`src/rtl/barcode_to_num_reader.sv`:
```
// rtl/barcode_to_num_reader.sv - serial 11-segment barcode digit reader with guard and codebook check
// Optional BARCODE_ERR_COUNT_EN adds a saturating err_count output.
module barcode_to_num_reader #(
  parameter int TIMEOUT = 255
) (
  input  logic       clk,
  input  logic       rst_n,
  input  logic       seg_valid,
  input  logic       seg_in,
  output logic [0:3] number,
  output logic       num_valid,
  output logic       code_err,
  output logic       busy
`ifdef BARCODE_ERR_COUNT_EN
  ,
  output logic [7:0] err_count
`endif
);

  localparam logic [7:0] TMO_LAST = 8'(TIMEOUT - 1);

  typedef enum logic [1:0] {IDLE, COLLECT, CHECK} state_t;

  state_t      state, state_nxt;
  logic [10:0] shreg;
  logic [3:0]  seg_cnt;
  logic [7:0]  tmo_cnt;
  logic        start, shift_in, last_seg, tmo_hit;
  logic        code_hit, load_num, raise_err;
  logic [3:0]  code_num;

  // CHECK behaves like IDLE for an incoming strobe so back-to-back symbols are not lost
  assign start    = seg_valid && seg_in && (state == IDLE || state == CHECK);
  assign shift_in = (state == COLLECT) && seg_valid;
  assign last_seg = shift_in && (seg_cnt == 4'd10);
  assign tmo_hit  = (state == COLLECT) && !seg_valid && (tmo_cnt == TMO_LAST);

  always_ff @(posedge clk) begin
    if (!rst_n) state <= IDLE;
    else        state <= state_nxt;
  end

  always_comb begin
    state_nxt = state;
    case (state)
      IDLE:    if (start) state_nxt = COLLECT;
      COLLECT: begin
        if (last_seg)     state_nxt = CHECK;
        else if (tmo_hit) state_nxt = IDLE;
      end
      CHECK:   state_nxt = start ? COLLECT : IDLE;
      default: state_nxt = IDLE;
    endcase
  end

  always_comb begin
    busy      = (state != IDLE);
    load_num  = (state == CHECK) && !shreg[0] && code_hit;
    raise_err = ((state == CHECK) && !(!shreg[0] && code_hit)) || tmo_hit;
  end

  // segment 1 ends up in shreg[10], matching the left-to-right codebook notation
  always_comb begin
    code_hit = 1'b1;
    code_num = 4'd0;
    case (shreg)
      11'b11011001100: code_num = 4'd0;
      11'b11001101100: code_num = 4'd1;
      11'b11001100110: code_num = 4'd2;
      11'b10010011000: code_num = 4'd3;
      11'b10010001100: code_num = 4'd4;
      11'b10001001100: code_num = 4'd5;
      11'b10011001000: code_num = 4'd6;
      11'b10011000100: code_num = 4'd7;
      11'b10001100100: code_num = 4'd8;
      11'b11001001100: code_num = 4'd9;
      11'b11001000100: code_num = 4'd10;
      11'b11000100100: code_num = 4'd11;
      11'b10110011000: code_num = 4'd12;
      11'b10011011100: code_num = 4'd13;
      11'b10011001110: code_num = 4'd14;
      11'b10111001100: code_num = 4'd15;
      default:         code_hit = 1'b0;
    endcase
  end

  always_ff @(posedge clk) begin
    if (!rst_n) begin
      number    <= 4'd0;
      num_valid <= 1'b0;
      code_err  <= 1'b0;
      shreg     <= 11'd0;
      seg_cnt   <= 4'd0;
      tmo_cnt   <= 8'd0;
    end else begin
      num_valid <= load_num;
      code_err  <= raise_err;
      if (load_num) number <= code_num;
      if (start) begin
        shreg   <= 11'd1;
        seg_cnt <= 4'd1;
        tmo_cnt <= 8'd0;
      end else if (shift_in) begin
        shreg   <= {shreg[9:0], seg_in};
        seg_cnt <= seg_cnt + 4'd1;
        tmo_cnt <= 8'd0;
      end else if (state == COLLECT) begin
        tmo_cnt <= tmo_hit ? 8'd0 : tmo_cnt + 8'd1;
      end
    end
  end

`ifdef BARCODE_ERR_COUNT_EN
  always_ff @(posedge clk) begin
    if (!rst_n)                             err_count <= 8'd0;
    else if (raise_err && err_count != 8'hFF) err_count <= err_count + 8'd1;
  end
`endif

endmodule

```
`config.mk`:
```
export PLATFORM = sky130hd
export DESIGN_NAME = barcode_to_num_reader
export DESIGN_NICKNAME = d
export VERILOG_FILES = /design/src/rtl/barcode_to_num_reader.sv
export SDC_FILE = /design/constraint.sdc
export NUM_CORES = 1
export LEC_CHECK = 0
export ABC_AREA = 1
export BUFFER_PORTS_ARGS = -buffer_cell sky130_fd_sc_hd__buf_2
export CAP_MARGIN = 20
export CORE_MARGIN = 1.5
export CORE_UTILIZATION = 55
export DETAILED_ROUTE_END_ITERATION = 8
export PLACE_DENSITY = 0.82
export SETUP_SLACK_MARGIN = 0.15
export SLEW_MARGIN = 25
export SYNTH_ARGS = -nofsm -noshare
export SYNTH_HDL_FRONTEND = slang
export SYNTH_SLANG_ARGS = --single-unit
```
`constraint.sdc`:
```
create_clock -name clk -period 1.88 [get_ports clk]
set_input_delay 0.282 -clock clk [delete_from_list [all_inputs] [get_ports clk]]
set_output_delay 0.282 -clock clk [all_outputs]
set_load 0.01 [all_outputs]
```
* After elaboration in Yosys (flattened, before gate mapping) *
Index checks and enable logic that the tools add are counted.

word-level totals
  register bits after elaboration = 31
  latch bits = 0
  bits in writable memories = 0
  memory bits (read-only) = 0
  input port bits = 4
  output and inout bits = 7
  memories kept = 0

cells by class
  $add $sub $neg = 2
  multipliers = 0
  divide/modulo/power cells = 0
  magnitude comparators = 0
  equal/unequal tests = 22
  shift operators = 0
  multiplexer cells = 12
  bitwise operators = 1
  reductions and logical operators = 22

operators by type and width
  operator                                       count
  == test 11 bit, second input constant          16
  one-hot mux 4 bit (15 select lines)            1
  OR reduction 16 bit                            1
  logical AND 1 bit                              10
  adder 8 x 1 -> 8 bit, second input constant    1
  == test 8 bit, second input constant           1
  2-to-1 mux 8 bit                               1
  2-to-1 mux 1 bit                               6
  2-to-1 mux 2 bit                               3
  one-hot mux 2 bit (3 select lines)             1
  adder 4 x 1 -> 4 bit, second input constant    1
  == test 4 bit, second input constant           1
  nonzero test 2 bit                             2
  zero test 1 bit                                3
  inequality test 3 bit, second input constant   1
  OR reduction 3 bit                             1
  == test 2 x 1 -> 1 bit, second input constant  1
  == test 2 bit, second input constant           1
  zero test 2 bit                                1
  logical OR 1 bit                               2
  inequality test 2 bit, second input constant   1
  AND reduction 2 bit                            1
  OR reduction 2 bit                             1
  inverter 1 bit                                 1

* Logic depth before layout (Yosys ltp) *
  depth after elaboration = 7
  depth in mapped cells = 11
  depth with buffers taken out = 11

* Worst setup path before layout *
Ideal clock, no wire load.

  path kind = flip-flop to flip-flop
  from = reg tmo_cnt[4]
  to = reg tmo_cnt[2]
  arrival time = 1.217 ns
  data required time = 1.758 ns
  slack = 0.541 ns
  stages on the path, launching flop included = 7
  cell sequence = dfxtp_1 -> inv_1 -> nor3_1 -> nand4_1 -> or2_2 -> nand2_1 -> nor3b_1

between the ends
  cells in the longest elaborated chain, start to end = 3

ends and longest elaborated chain
  what                    RTL line  source
  start, declared         27        logic [7:0] tmo_cnt;
  start signal, assigned  108       tmo_cnt <= tmo_hit ? 8'd0 : tmo_cnt + 8'd1;
  == test 8 bit           36        assign tmo_hit = (state == COLLECT) && !seg_valid && (tmo_cnt == TMO_LAST);
  logical AND 1 bit       36
  2-to-1 mux 8 bit        108

No other way between the ends.
A chain may end at the register's enable or synchronous reset.

* Worst setup path after layout *
Ends and elaborated chain as after synthesis.

==> out/results.txt <==
Outcome: finished, final reports clean
Top Family by Delay on Critical Path: simple AND/OR/NAND/NOR gates
Total power draw: 0.001441 W
Cts repair resizes: 0
Synth cell types: 26
CP Capture Type: flip-flop
Pwr per Cell Area: 788.4 nW/um^2
Critical Path Start Type: flip-flop
Clock skew: 15.67 ps
Initial antenna violation count: 0
Post-CTS Repair Setup Buffers: 0
Endpoints failing hold: 0
Net count, final: 261
Core area: 2781 sq um
HP Class: input pin to flip-flop
Ys async rst share: 0
Max-cap violations: 0
R2r setup slk: 360 ps
Lkg Pwr: 0.7911 nW
NetSw: 0.0003207 W
Post-Route Setup TNS: 0 ps
Buf+Inv Stages, Crit Path: 1
Final worst path period share: 0.8082
Initial Util: 0.5875
Sink Count: 31
Grt ovf: 0
Critical path arrival: 1750 ps
Largest area contributor in the netlist: dfxtp_1
Sequential share of power: 0.478
Post-DP HPWL: 2306 um
Ys flop type: dfxtp_1
Clock power frac: 0.452
CTS buffer count: 5
RR Startpoint: tmo_cnt[4]
Top cell type's share of synthesized area: 0.3798
Reg-to-reg endpoint: tmo_cnt[2]
Clock transition at path regs: 110 ps
Fin. max-slew vios: 0
Crit Path Class: flip-flop to flip-flop
Share of layout cells above drive strength 1: 0.1772
Avg Cell Area, Syn: 6.895 sq um
Crit-path max FO: 6
First-pass GRT wire length: 5609 um
Die Ht: 57.51 um
Root Buffer: clkbuf_4
Total GRT Usage: 0.2170
Internal: 0.001121 W
Relative max-transition margin: 0.7913
Fillcell total: 252
Most common cell in the synthesized netlist: nand2_1
Rows: 19
Commonest cells in the netlist: nand2_1 (42), dfxtp_1 (31), nor2_1 (31)
Area of the multi-input gates: 878.3 sq um
Worst-margin pin slew: 312.7 ps
Worst EP required: 2110 ps
Mapped Area: 1634 sq um
Synthesized flop and latch total: 31
Main combinational cell family by area after synthesis: simple AND/OR/NAND/NOR gates
Achievable clock frequency: 0.6581 GHz
Port Buf Inserts: 10
EDFF count, synth: 0
Clk_lat worst skew: 340 ps
CTS max path bufs: 2
Synthesized instance count: 237
Synth area leaders: dfxtp_1 (38%), nand2_1 (9.6%), a21oi_1 (7.7%), nor2_1 (7.1%), inv_1 (6.0%)
Wire length per cell: 10.81 um
Simple-gate share of the synthesized area: 0.3560
Die X: 57.51 um
Starting DRC count in detailed routing: 96
I/O pins: 11
Share of the yosys chip area belonging to registers: 0.3798
Worst reg2reg path depth: 6
Slowest Stage Delay on Critical Path: 370 ps
Peak VDD IR: 0.0007627 V
Switch share: 0.2225
Compound-Gate Fraction of Synth Area: 0.1401
Register Area: 620.6 sq um
CTS tree: yes
Final setup violation count: 0
Vias: 1496
Critical Path Stages: 6
DRC: 0
Critical path cell sequence: inv_1 -> nor3_1 -> nand4_1 -> or2_2 -> nand2_1 -> nor3b_1
Min-delay src: rst_n
H-tree levels: 2
TritonRoute pass-1 iters: 4
Routed Antenna Nets: 0
Syn_nets: 245
Final WL: 3081 um
Via-per-instance ratio: 5.249
Die area: 3307 sq um
Crit path launch: tmo_cnt[4]
Area grow syn2layout: 11.87%
Vias in the first global route: 1390
YS warnings: 0
Logic pwr share: 0.070
Post-synthesis mux area share: 0
Crit path time final: 1520 ps
CP endpoint: tmo_cnt[2]
RSZ-0062 raised after global routing: no
Hold_buf cts: 0
Post-synthesis xor/xnor area fraction: 0.01072
Adder-Cell Fraction of Synth Area: 0.03063
Final Wtd Congestion: 0.8789
Antenna fix cells: 0
CP max-delay cell: dfxtp_1
Largest net degree at the start of global routing: 19
[through the flow]
stage / instances / cell area, sq um / worst slack (ps) / utilization / hold slack, ps
after floorplan: 237 / 1634 / 541.5 / - / 402.7
after global placement: 277 / 1727 / 433.1 / 0.6208 / 446.6
after detailed placement: 277 / 1727 / 381.2 / 0.6208 / 449.3
after CTS: 285 / 1828 / 363.1 / 0.6572 / 205.6
after global routing: 285 / 1828 / 222.0 / 0.6572 / 207.9
final: 285 / 1828 / 360.5 / 0.6572 / 205.3
[sequential cells by signal (all words and copies together) (netlist names)]
register   count
code_err       1
num_valid      1
number         4
seg_cnt        4
shreg         11
state          2
tmo_cnt        8
[worst min-delay path: stages]
cell,delay [ps]
buf_2,130
nand2_1,60
nor2_1,30
[how the worst min path moves through the flow]
stage / slack (ps) / depth (start not counted) / endpoint
finish: 210 / 3 / number[3]
global route: 210 / 3 / number[3]
CTS: 210 / 3 / number[3]
detailed placement: 450 / 2 / number[1]
global placement: 450 / 2 / number[0]
floorplan: 400 / 2 / number[3]
[layout by cell type (no fill, tap or decap), drive strengths merged]
master | synthesis | routed
xor2 | 2 | 2
dfxtp | 31 | 31
nor4 | 1 | 1
nor3 | 6 | 6
nand3 | 18 | 18
o21ai | 16 | 16
nand2 | 47 | 47
buf | 0 | 12
nor3b | 1 | 1
ha | 4 | 4
nand4 | 6 | 6
or2 | 2 | 2
clkbuf | 3 | 6
nor2 | 39 | 39
a31oi | 2 | 2
bufinv | 0 | 2
inv | 33 | 33
a21oi | 25 | 25
a211oi | 1 | 1
[power groups by stage]
stage               Clock [W]  Sequential (W)  Combinational (W)
CTS                  0.000660        0.000688           0.000101
global route         0.000693        0.000692           0.000116
detailed placement          0        0.000704           0.000100
finish               0.000652        0.000688           0.000101
global placement            0        0.000703          0.0000994
floorplan                   0        0.000701          0.0000785
[final cells by class]
| class | instances | share of cell area |
|---|---|---|
| clock buffer | 6 | 0.02259 |
| timing repair buffer | 12 | 0.03559 |
| clock inverter | 2 | 0.03285 |
| multi-input combinational | 170 | 0.4805 |
| sequential | 31 | 0.3395 |
| inverter | 33 | 0.06776 |
| tap | 31 | 0.02122 |
[layer usage]
metal	global-route usage	part of all wire	vias up
li1	-	-	804
met2	0.3506	0.47	19
met1	0.2768	0.47	667
met3	0.05442	0.035	6
met5	0	0	-
met4	0.08638	0.019	0
[kinds of logic after synthesis]
kind of cell	after synthesis
simple gates	120
compound gates	44
buf+inv	36
flops	31
fa+ha+maj	4
xor+xnor	2
(Power assumes the default switching activity.)
